--- src/rtl/apc_pkg.sv ---
// Shared types and frame layout for the APC bit-serial endpoint.
package apc_pkg;

  typedef enum logic [1:0] {IDLE, LOAD, RUN, SEND} apc_ep_state_t;

  localparam int KEY_W    = 256;
  localparam int KEY_LSB  = 0;
  localparam int BLK_LSB  = 256;
  localparam int MODE_BIT = 384;
  localparam int FRAME_W  = 612;
  localparam int BLK_W    = 128;

endpackage

--- src/rtl/apc_piso.sv ---
// Parallel-in/serial-out result shifter: LSB first, valid for exactly BLK_W cycles after load.
module apc_piso #(
  parameter int BLK_W = 128
) (
  input  logic             clk,
  input  logic             rst,
  input  logic             load,
  input  logic [BLK_W-1:0] din,
  output logic             dout,
  output logic             dout_valid,
  output logic             last
);

  localparam int CW = $clog2(BLK_W + 1);

  logic [BLK_W-1:0] sreg;
  logic [CW-1:0]    left;

  always_ff @(posedge clk or posedge rst) begin
    if (rst) begin
      sreg <= '0;
      left <= '0;
    end else if (load) begin
      sreg <= din;
      left <= CW'(BLK_W);
    end else if (left != '0) begin
      sreg <= sreg >> 1;
      left <= left - 1'b1;
    end
  end

  assign dout_valid = (left != '0);
  assign dout       = dout_valid & sreg[0];
  assign last       = (left == CW'(1));

endmodule

--- src/rtl/apc_serial_endpoint.sv ---
// Core-side APC serial endpoint: deserialises a frame, hands it to the cipher engine,
// and serialises the engine result back to boot control.
module apc_serial_endpoint
  import apc_pkg::*;
#(
  parameter int KEY_W    = apc_pkg::KEY_W,
  parameter int BLK_W    = apc_pkg::BLK_W,
  parameter int FRAME_W  = apc_pkg::FRAME_W,
  parameter int MODE_BIT = apc_pkg::MODE_BIT
) (
  input  logic             clk,
  input  logic             rst,
  input  logic             apc_data_in,
  input  logic             apc_data_in_valid,
  input  logic             apc_word_en,
  output logic             apc_data_req,
  output logic             apc_sleep_out,
  output logic             apc_data_out,
  output logic             apc_data_out_valid,
  output logic             apc_frame_err,
  output logic [KEY_W-1:0] eng_key,
  output logic [BLK_W-1:0] eng_block,
  output logic             eng_mode,
  output logic             eng_start,
  input  logic             eng_done,
  input  logic [BLK_W-1:0] eng_result
);

  localparam int CNT_W = $clog2(FRAME_W + 1);

  apc_ep_state_t      state, state_nxt;
  logic [CNT_W-1:0]   cnt, cnt_nxt;
  logic [FRAME_W-1:0] frame, frame_nxt;
  logic               capture, cap_ok, good_we, bad_we, err_set;
  logic               piso_load, piso_last;
  logic               unused_reserved;

  always_ff @(posedge clk or posedge rst) begin
    if (rst) state <= IDLE;
    else     state <= state_nxt;
  end

  // Capture happens before the word_en check, so good_we sees the post-capture count.
  always_comb begin
    frame_nxt = frame;
    cnt_nxt   = cnt;
    state_nxt = state;
    capture   = apc_data_in_valid && (state == IDLE || state == LOAD);
    cap_ok    = capture && (cnt != CNT_W'(FRAME_W));
    if (cap_ok) begin
      frame_nxt[cnt] = apc_data_in;
      cnt_nxt        = cnt + 1'b1;
    end
    good_we   = (state == LOAD) && apc_word_en && (cnt_nxt == CNT_W'(FRAME_W));
    bad_we    = (state == LOAD) && apc_word_en && !good_we;
    err_set   = bad_we || (capture && !cap_ok) ||
                (apc_data_in_valid && (state == RUN || state == SEND));
    if (good_we || bad_we) cnt_nxt = '0;
    piso_load = (state == RUN) && eng_done;

    case (state)
      IDLE: if (apc_data_in_valid) state_nxt = LOAD;
      LOAD: begin
        if (good_we)     state_nxt = RUN;
        else if (bad_we) state_nxt = IDLE;
      end
      RUN:  if (eng_done)  state_nxt = SEND;
      SEND: if (piso_last) state_nxt = IDLE;
      default: state_nxt = IDLE;
    endcase

    apc_data_req  = (state == IDLE) || (state == LOAD);
    apc_sleep_out = (state == IDLE);
  end

  always_ff @(posedge clk or posedge rst) begin
    if (rst) begin
      cnt           <= '0;
      frame         <= '0;
      eng_key       <= '0;
      eng_block     <= '0;
      eng_mode      <= 1'b0;
      eng_start     <= 1'b0;
      apc_frame_err <= 1'b0;
    end else begin
      cnt       <= cnt_nxt;
      frame     <= frame_nxt;
      eng_start <= good_we;
      if (good_we) begin
        eng_key   <= frame_nxt[KEY_W-1:0];
        eng_block <= frame_nxt[KEY_W +: BLK_W];
        eng_mode  <= frame_nxt[MODE_BIT];
      end
      if (err_set) apc_frame_err <= 1'b1;
    end
  end

  assign unused_reserved = ^frame[FRAME_W-1:MODE_BIT+1];

  apc_piso #(.BLK_W(BLK_W)) u_piso (
    .clk        (clk),
    .rst        (rst),
    .load       (piso_load),
    .din        (eng_result),
    .dout       (apc_data_out),
    .dout_valid (apc_data_out_valid),
    .last       (piso_last)
  );

endmodule

--- config.mk ---
export PLATFORM = sky130hd
export DESIGN_NAME = apc_serial_endpoint
export DESIGN_NICKNAME = d
export VERILOG_FILES = /design/src/rtl/apc_pkg.sv /design/src/rtl/apc_piso.sv /design/src/rtl/apc_serial_endpoint.sv
export SDC_FILE = /design/constraint.sdc
export NUM_CORES = 2
export LEC_CHECK = 0
export BUFFER_PORTS_ARGS = -buffer_cell sky130_fd_sc_hd__buf_4
export CAP_MARGIN = 15
export CORE_MARGIN = 2
export CORE_UTILIZATION = 45
export CTS_CLUSTER_DIAMETER = 50
export DETAILED_ROUTE_END_ITERATION = 6
export PLACE_DENSITY = 0.68
export RECOVER_POWER = 100
export SYNTH_ARGS = -nofsm -noshare
export SYNTH_HDL_FRONTEND = slang
export SYNTH_SLANG_ARGS = --single-unit
--- constraint.sdc ---
create_clock -name clk -period 26.7 [get_ports clk]
set_input_delay 1.335 -clock clk [delete_from_list [all_inputs] [get_ports clk]]
set_output_delay 1.335 -clock clk [all_outputs]
set_load 0.01 [all_outputs]
* After elaboration in Yosys (flattened, before gate mapping)
Index checks and enable logic that the tools add are counted.
Operators by class: equality and inequality tests 10, reduce and logical (&&, ||, !) cells 20, multipliers 0, magnitude comparators 2, bitwise logic cells 1, shift operators 0, $add $sub $neg 2, divide/modulo/power cells 0, multiplexer cells 16
Operator list (count):
- 612-bit bitwise mux | 1
- 385-bit two-way mux | 1
- 128-bit two-way mux | 2
- 10-bit two-way mux | 2
- 8-bit two-way mux | 2
- 10-bit by 11-bit less-than comparator with 1-bit output, second input constant | 1
- 10-bit by 1-bit adder with 10-bit output, second input constant | 1
- 1-bit demux with 10-bit select | 1
- 10-bit equality test, second input constant | 1
- 10-bit by 1-bit >= comparator with 1-bit output, second input constant | 1
- 2-bit two-way mux | 5
- 10-bit inequality test, second input constant | 1
- 1-bit logical AND | 9
- 8-bit by 1-bit equality test with 1-bit output, second input constant | 1
- 2-bit case mux with 4 select lines | 1
- 8-bit nonzero test | 1
- 8-bit by 1-bit subtractor with 8-bit output, second input constant | 1
- 2-bit inequality test, second input constant | 3
- 1-bit logical OR | 5
- 2-bit equality test, second input constant | 2
- 4-bit AND reduction | 1
- 3-bit inequality test, second input constant | 1
- 2-bit by 1-bit equality test with 1-bit output, second input constant | 1
- 1-bit zero test | 2
- other kinds (4) | 4
Word-level totals: word-level logic and storage cells 62, output and inout bits 391, RAM bits 0, memories kept 0, input port bits 134, bits in registers 1147, memory bits (read-only) 0, bits in latches 0

* Logic depth before layout (Yosys ltp)
depth in word-level cells 12, mapped depth 11, gate-level depth less buffers 7

* Hierarchy
From an unflattened synthesis, not the netlist that was laid out.
Second synthesis, totals: cells, all modules 3153, area total of the unflattened synthesis 38753.4 µm²
Modules (own cells, without submodules):
- apc_serial_endpoint | times used 1, area an instance 31427.6 µm², cells an instance 2254, sequential area each 19618.8 µm²
- apc_piso | times used 1, area an instance 7325.8 µm², cells an instance 899, sequential area each 3403.3 µm²

* Least setup slack after synthesis
No wires, ideal clock.
path kind in2reg, start point input port apc_data_in_valid, end point register eng_key[92], required time 26.573 ns, path slack 23.358 ns, arrival time 3.214 ns, stages 8, buffers on the path 3, setup time 0.127 ns, path through or3b_4 > or3_1 > buf_2 > buf_6 > buf_2 > nor3_1 > mux2_2 > mux2_1
Between the ends: elaborated cells between the ends (all ways) 6, those cells by class eq/ne (1); mux (2); reduce/logical (3)
RTL lines:
- start: declaration | RTL line apc_serial_endpoint.sv:14 | input logic apc_data_in_valid,
- 1-bit logical AND | RTL line apc_serial_endpoint.sv:48 | capture = apc_data_in_valid && (state == IDLE || state == LOAD);
- 1-bit logical AND | RTL line apc_serial_endpoint.sv:49 | cap_ok = capture && (cnt != CNT_W'(FRAME_W));
- 385-bit two-way mux | RTL line apc_serial_endpoint.sv:50 | if (cap_ok) begin
- via frame_nxt[92] | RTL line apc_serial_endpoint.sv:33 | logic [FRAME_W-1:0] frame, frame_nxt;
- end signal: assignment | RTL line apc_serial_endpoint.sv:90 | eng_key <= frame_nxt[KEY_W-1:0];
- end: declaration | RTL line apc_serial_endpoint.sv:21 | output logic [KEY_W-1:0] eng_key,
The timed path passes the listed nets, and every way through them passes these cells. A chain may end at the register's enable or synchronous reset.

* Final worst setup path
start point register cnt[0], end point register eng_key[65]
Between the ends: word-level cells in the longest chain between the ends 6, elaborated cells between the ends (all ways) 13, those cells by class add/sub (1); order compare (2); eq/ne (2); mux (5); reduce/logical (3)
RTL lines:
- start: declaration | RTL line apc_serial_endpoint.sv:32 | logic [CNT_W-1:0] cnt, cnt_nxt;
- start signal: assignment | RTL line apc_serial_endpoint.sv:86 | cnt <= cnt_nxt;
- 10-bit by 11-bit less-than comparator with 1-bit output (not written as such) / 10-bit by 1-bit >= comparator with 1-bit output (equally long branches) | RTL line apc_serial_endpoint.sv:51 | frame_nxt[cnt] = apc_data_in;
- 1-bit logical AND (not written as such) | RTL line apc_serial_endpoint.sv:51
- 1-bit two-way mux (not written as such) | RTL line apc_serial_endpoint.sv:51
- 1-bit demux with 10-bit select | RTL line apc_serial_endpoint.sv:51
- 612-bit bitwise mux | RTL line apc_serial_endpoint.sv:51
- 385-bit two-way mux | RTL line apc_serial_endpoint.sv:50
Several ways; a longest one is shown, not always the timed one.

==> metrics.txt <==
# TYPE chip_impl_metric gauge
chip_impl_metric{name="sw_frac_of_total",unit="%"} 23.2
chip_impl_metric{name="tightestPinTransition",unit="ps"} 8850
chip_impl_metric{name="gp_congestion",unit=""} 0.838
chip_impl_metric{name="postPlaceCellArea",unit="um^2"} 43400
chip_impl_info{name="post_synth_main_area_contributors",value="dfrtp_1, mux2_2, mux2_1, mux2_4, mux2i_1"} 1
chip_impl_metric{name="final_net_count",unit=""} 3521
chip_impl_metric{name="placement_rows",unit=""} 107
chip_impl_metric{name="power.internal",unit="mW"} 2.35
chip_impl_metric{name="cts-htree-levels",unit=""} 3
chip_impl_metric{name="final-max-slew-violation-count",unit=""} 1849
chip_impl_metric{name="quantity_of_hold_fixing_buffers_added_after_cts",unit=""} 0
chip_impl_metric{name="first_global_vias",unit=""} 24800
chip_impl_metric{name="synth_edf_count",unit=""} 0
chip_impl_metric{name="ys_seq_area_share",unit="%"} 59.1
chip_impl_metric{name="port_buffers",unit=""} 524
chip_impl_metric{name="floorplan.die.height",unit="um"} 298
chip_impl_info{name="start_to_end_type_of_the_worst_setup_path",value="register to register"} 1
chip_impl_metric{name="netlist-cell-type-count",unit=""} 52
chip_impl_metric{name="grt_first_pass_wirelength",unit="um"} 161000
chip_impl_metric{name="drc",unit=""} 0
chip_impl_metric{name="first_pass_iters",unit=""} 5
chip_impl_metric{name="max_cap_violations",unit=""} 26
chip_impl_info{name="worst_hold_path_type",value="register to register"} 1
chip_impl_info{name="ctsRootBufferMaster",value="clkbuf_16"} 1
chip_impl_metric{name="synth_async_sr_flop_share",unit="%"} 100
chip_impl_metric{name="antenna_cells_inserted",unit=""} 0
chip_impl_metric{name="synth.top_cell.area_share",unit="%"} 59.1
chip_impl_metric{name="total_power",unit="mW"} 3.06
chip_impl_metric{name="postSynthRegisterBits",unit=""} 920
chip_impl_metric{name="dpl.cell_count",unit=""} 4413
chip_impl_metric{name="post_synth_instance_area",unit="um^2"} 38900
chip_impl_metric{name="fin_worst_hold_slack",unit="ps"} 478
chip_impl_metric{name="report.final.hold_viol_count",unit=""} 0
chip_impl_info{name="netlist.top_cell.by_area",value="dfrtp_1"} 1
chip_impl_metric{name="detail_route.vias_per_cell",unit=""} 5.28
chip_impl_metric{name="critPathRequiredTime",unit="ps"} 27240
chip_impl_metric{name="cts_sinks",unit=""} 920
chip_impl_info{name="postSynth.topFlopCell",value="dfrtp_1"} 1
chip_impl_metric{name="grtUsageTotal",unit="%"} 23.9
chip_impl_metric{name="yosys_warnings",unit=""} 0
chip_impl_info{name="cp-start-kind",value="register"} 1
chip_impl_metric{name="antenna_violations_before_repair",unit=""} 4
chip_impl_metric{name="coreArea",unit="um^2"} 85400
chip_impl_metric{name="synth_cells",unit=""} 2945
chip_impl_metric{name="clock_latency",unit="ps"} 680
chip_impl_metric{name="avgSynthCellArea",unit="um^2"} 13.2
chip_impl_metric{name="detail-route-antenna-nets",unit=""} 0
chip_impl_metric{name="clock-skew-final",unit="ps"} 38.6
chip_impl_metric{name="number_of_gates_given_a_new_drive_strength_after_cts",unit=""} 0
chip_impl_metric{name="final_design_area_no_fill",unit="um^2"} 45100
chip_impl_metric{name="combinationalPowerShare",unit="%"} 4.5
chip_impl_metric{name="fin_setup_tns",unit="ps"} 0
chip_impl_metric{name="power.sequential.fraction",unit="%"} 46.3
chip_impl_metric{name="drt_wl_total",unit="um"} 107000
chip_impl_metric{name="arrival",unit="ps"} 14770
chip_impl_metric{name="grt_start_max_net_pins",unit=""} 232
chip_impl_metric{name="ctsLongestPathBuffers",unit=""} 3
chip_impl_metric{name="detailroute.via_count",unit=""} 24400
chip_impl_info{name="clock_tree_from_tritoncts",value="yes"} 1
chip_impl_info{name="rsz0062_at_grt",value="false"} 1
chip_impl_info{name="violations_in_the_final_reports",value="capacitance limit, slew limit"} 1
chip_impl_metric{name="synth_nets",unit=""} 3086
chip_impl_metric{name="die_width",unit="um"} 298
chip_impl_metric{name="final-instance-count-excl-fill",unit=""} 4615
chip_impl_metric{name="drt-initial-drc-count",unit=""} 1636
chip_impl_metric{name="area.growth.synth_to_final",unit="%"} 15.9
chip_impl_metric{name="power_per_cell_area",unit="nW/um^2"} 67.9
chip_impl_metric{name="cellLeakagePower",unit="nW"} 22.1
chip_impl_metric{name="maxClockFrequency",unit="MHz"} 70.3
chip_impl_metric{name="timing.final.crit_share",unit="%"} 53.3
chip_impl_info{name="worstSetupEndpointType",value="register"} 1
chip_impl_metric{name="hpwlAfterDp",unit="um"} 67600
chip_impl_metric{name="floorplan.die_area",unit="um^2"} 88900
chip_impl_metric{name="final_layout_size_suffix_gt1_share",unit="%"} 18.0
chip_impl_metric{name="final.min_clock_period",unit="ps"} 14230
chip_impl_metric{name="cts.clk_slew.worst_paths",unit="ps"} 60
chip_impl_metric{name="critPathMaxFanout",unit=""} 148
chip_impl_metric{name="slew_headroom",unit="%"} -490
chip_impl_metric{name="power.net_switching",unit="mW"} 0.712
chip_impl_metric{name="overflow",unit=""} 0
chip_impl_metric{name="finalSetupViolCount",unit=""} 0
chip_impl_metric{name="cts_buffers",unit=""} 109
chip_impl_metric{name="peak_supply_drop",unit="uV"} 54.3
chip_impl_metric{name="power.clock.fraction",unit="%"} 49.1
chip_impl_info{name="status",value="finished with violations"} 1
chip_impl_metric{name="cts_setup_buffers",unit=""} 0
chip_impl_metric{name="ios",unit=""} 525
chip_impl_metric{name="initial_utilization",unit="%"} 45.6
chip_impl_metric{name="detail_route.wl_per_cell",unit="um"} 23.2
[Yosys cell counts, types with 2 or more instances]
cell type	count
nand3_1	57
nand4bb_1	11
nor2_1	200
buf_8	10
or2_2	2
nand4b_1	16
mux2_4	101
xnor2_1	8
xor2_1	7
o31ai_1	2
mux2_2	437
inv_1	8
nand4_1	7
nor3_1	90
and4_1	6
dfrtp_1	920
and2_1	3
buf_6	30
buf_1	19
mux2_1	228
clkbuf_1	138
and4b_1	13
buf_4	7
ha_1	7
or4b_2	2
a21oi_1	4
and3_1	4
or4b_1	3
buf_2	31
or3_1	3
nand2_1	287
nand2b_1	3
nor2b_1	3
o21ai_0	133
mux2i_1	127
nor3b_2	2
[sequential cells by signal (all words and copies together) (netlist names), named ones only]
register and cells:
frame 385, eng_key 256, eng_block 128, u_piso.sreg 128
cnt 10, u_piso.left 8, apc_frame_err 1, eng_mode 1
eng_start 1, state 1
[worst paths after layout]
path,slack [ps],start,endpoint,depth (start not counted)
worst max-delay path,12470,cnt[0]$_DFF_PP0_,eng_key[65]$_DFFE_PP0P_,9
min in group asynchronous,880,rst,frame[326]$_DFF_PP0_,2
worst max register to register,12470,cnt[0]$_DFF_PP0_,eng_key[65]$_DFFE_PP0P_,9
worst min register to register,480,frame[88]$_DFF_PP0_,frame[88]$_DFF_PP0_,1
worst min-delay path,480,frame[88]$_DFF_PP0_,frame[88]$_DFF_PP0_,1
max in group asynchronous,14070,rst,eng_key[68]$_DFFE_PP0P_,4
[placed cells by master, fill, tap and decap left out, types with 4 or more instances in the layout]
master / n
a21oi_1: 4
and3_1: 4
and4_1: 6
and4b_1: 13
buf_4: 147
bufinv_16: 7
clkbuf_1: 434
clkbuf_16: 110
clkbuf_8: 24
clkinv_2: 11
clkinv_4: 5
clkinv_8: 4
clkinvlp_4: 5
dfrtp_1: 920
ha_1: 7
inv_1: 7
inv_8: 8
mux2_1: 486
mux2_2: 279
mux2i_1: 127
nand2_1: 287
nand3_1: 57
nand4_1: 7
nand4b_1: 16
nand4bb_1: 8
nor2_1: 200
nor3_1: 90
o21ai_0: 133
or4b_1: 4
xnor2_1: 8
xor2_1: 7
[power groups by stage]
stage          Combinational (mW)  Clock (mW)  Sequential [mW]
6_report                    0.139        1.51             1.42
5_1_grt                     0.152        1.60             1.42
4_1_cts                     0.149        1.54             1.42
3_5_place_dp                0.148           0             1.45
3_3_place_gp                0.147           0             1.44
2_1_floorplan              0.0860           0             1.45
[worst max-delay path, stage by stage (launching register included)]
cell,delay (ps)
dfrtp_1,440
inv_1,140
ha_1,450
nor4bb_1,1480
a31oi_1,500
o22ai_1,310
and4_1,1290
clkbuf_1,6110
clkbuf_1,2760
mux2_2,490
[final cells by class]
type	count	area, um^2
Inverter	8	31.3
Tap cell	1144	1430
Fill cell	7707	40300
Multi-Input combinational cell	1782	14200
Timing Repair Buffer	559	2670
Clock buffer	158	3170
Sequential cell	920	23000
Clock inverter	44	558
[kinds of logic after synthesis]
| logic type | after synthesis | share of synthesized area, % |
|---|---|---|
| buf+inv | 243 | 3.38 |
| flops | 920 | 59.1 |
| fa+ha+maj | 7 | 0.225 |
| mux | 893 | 26.4 |
| simple gates | 721 | 8.54 |
| xor+xnor | 15 | 0.338 |
| compound gates | 146 | 1.97 |
[metrics by stage]
stage	util (%)	setup WS [ps]
after floorplan	-	12710
after global placement	50.8	21250
after detailed placement	50.8	21210
after CTS	55.2	21350
after global routing	52.8	10970
final	52.8	12470
[layer usage]
layer	vias to the layer above	wire length, um	track usage, %
li1	11100	-	-
met1	12500	47200	32.9
met2	642	49100	36.6
met3	173	7060	6.81
met4	2	3580	7.78
met5	-	13	0
(Power assumes the default switching activity.)
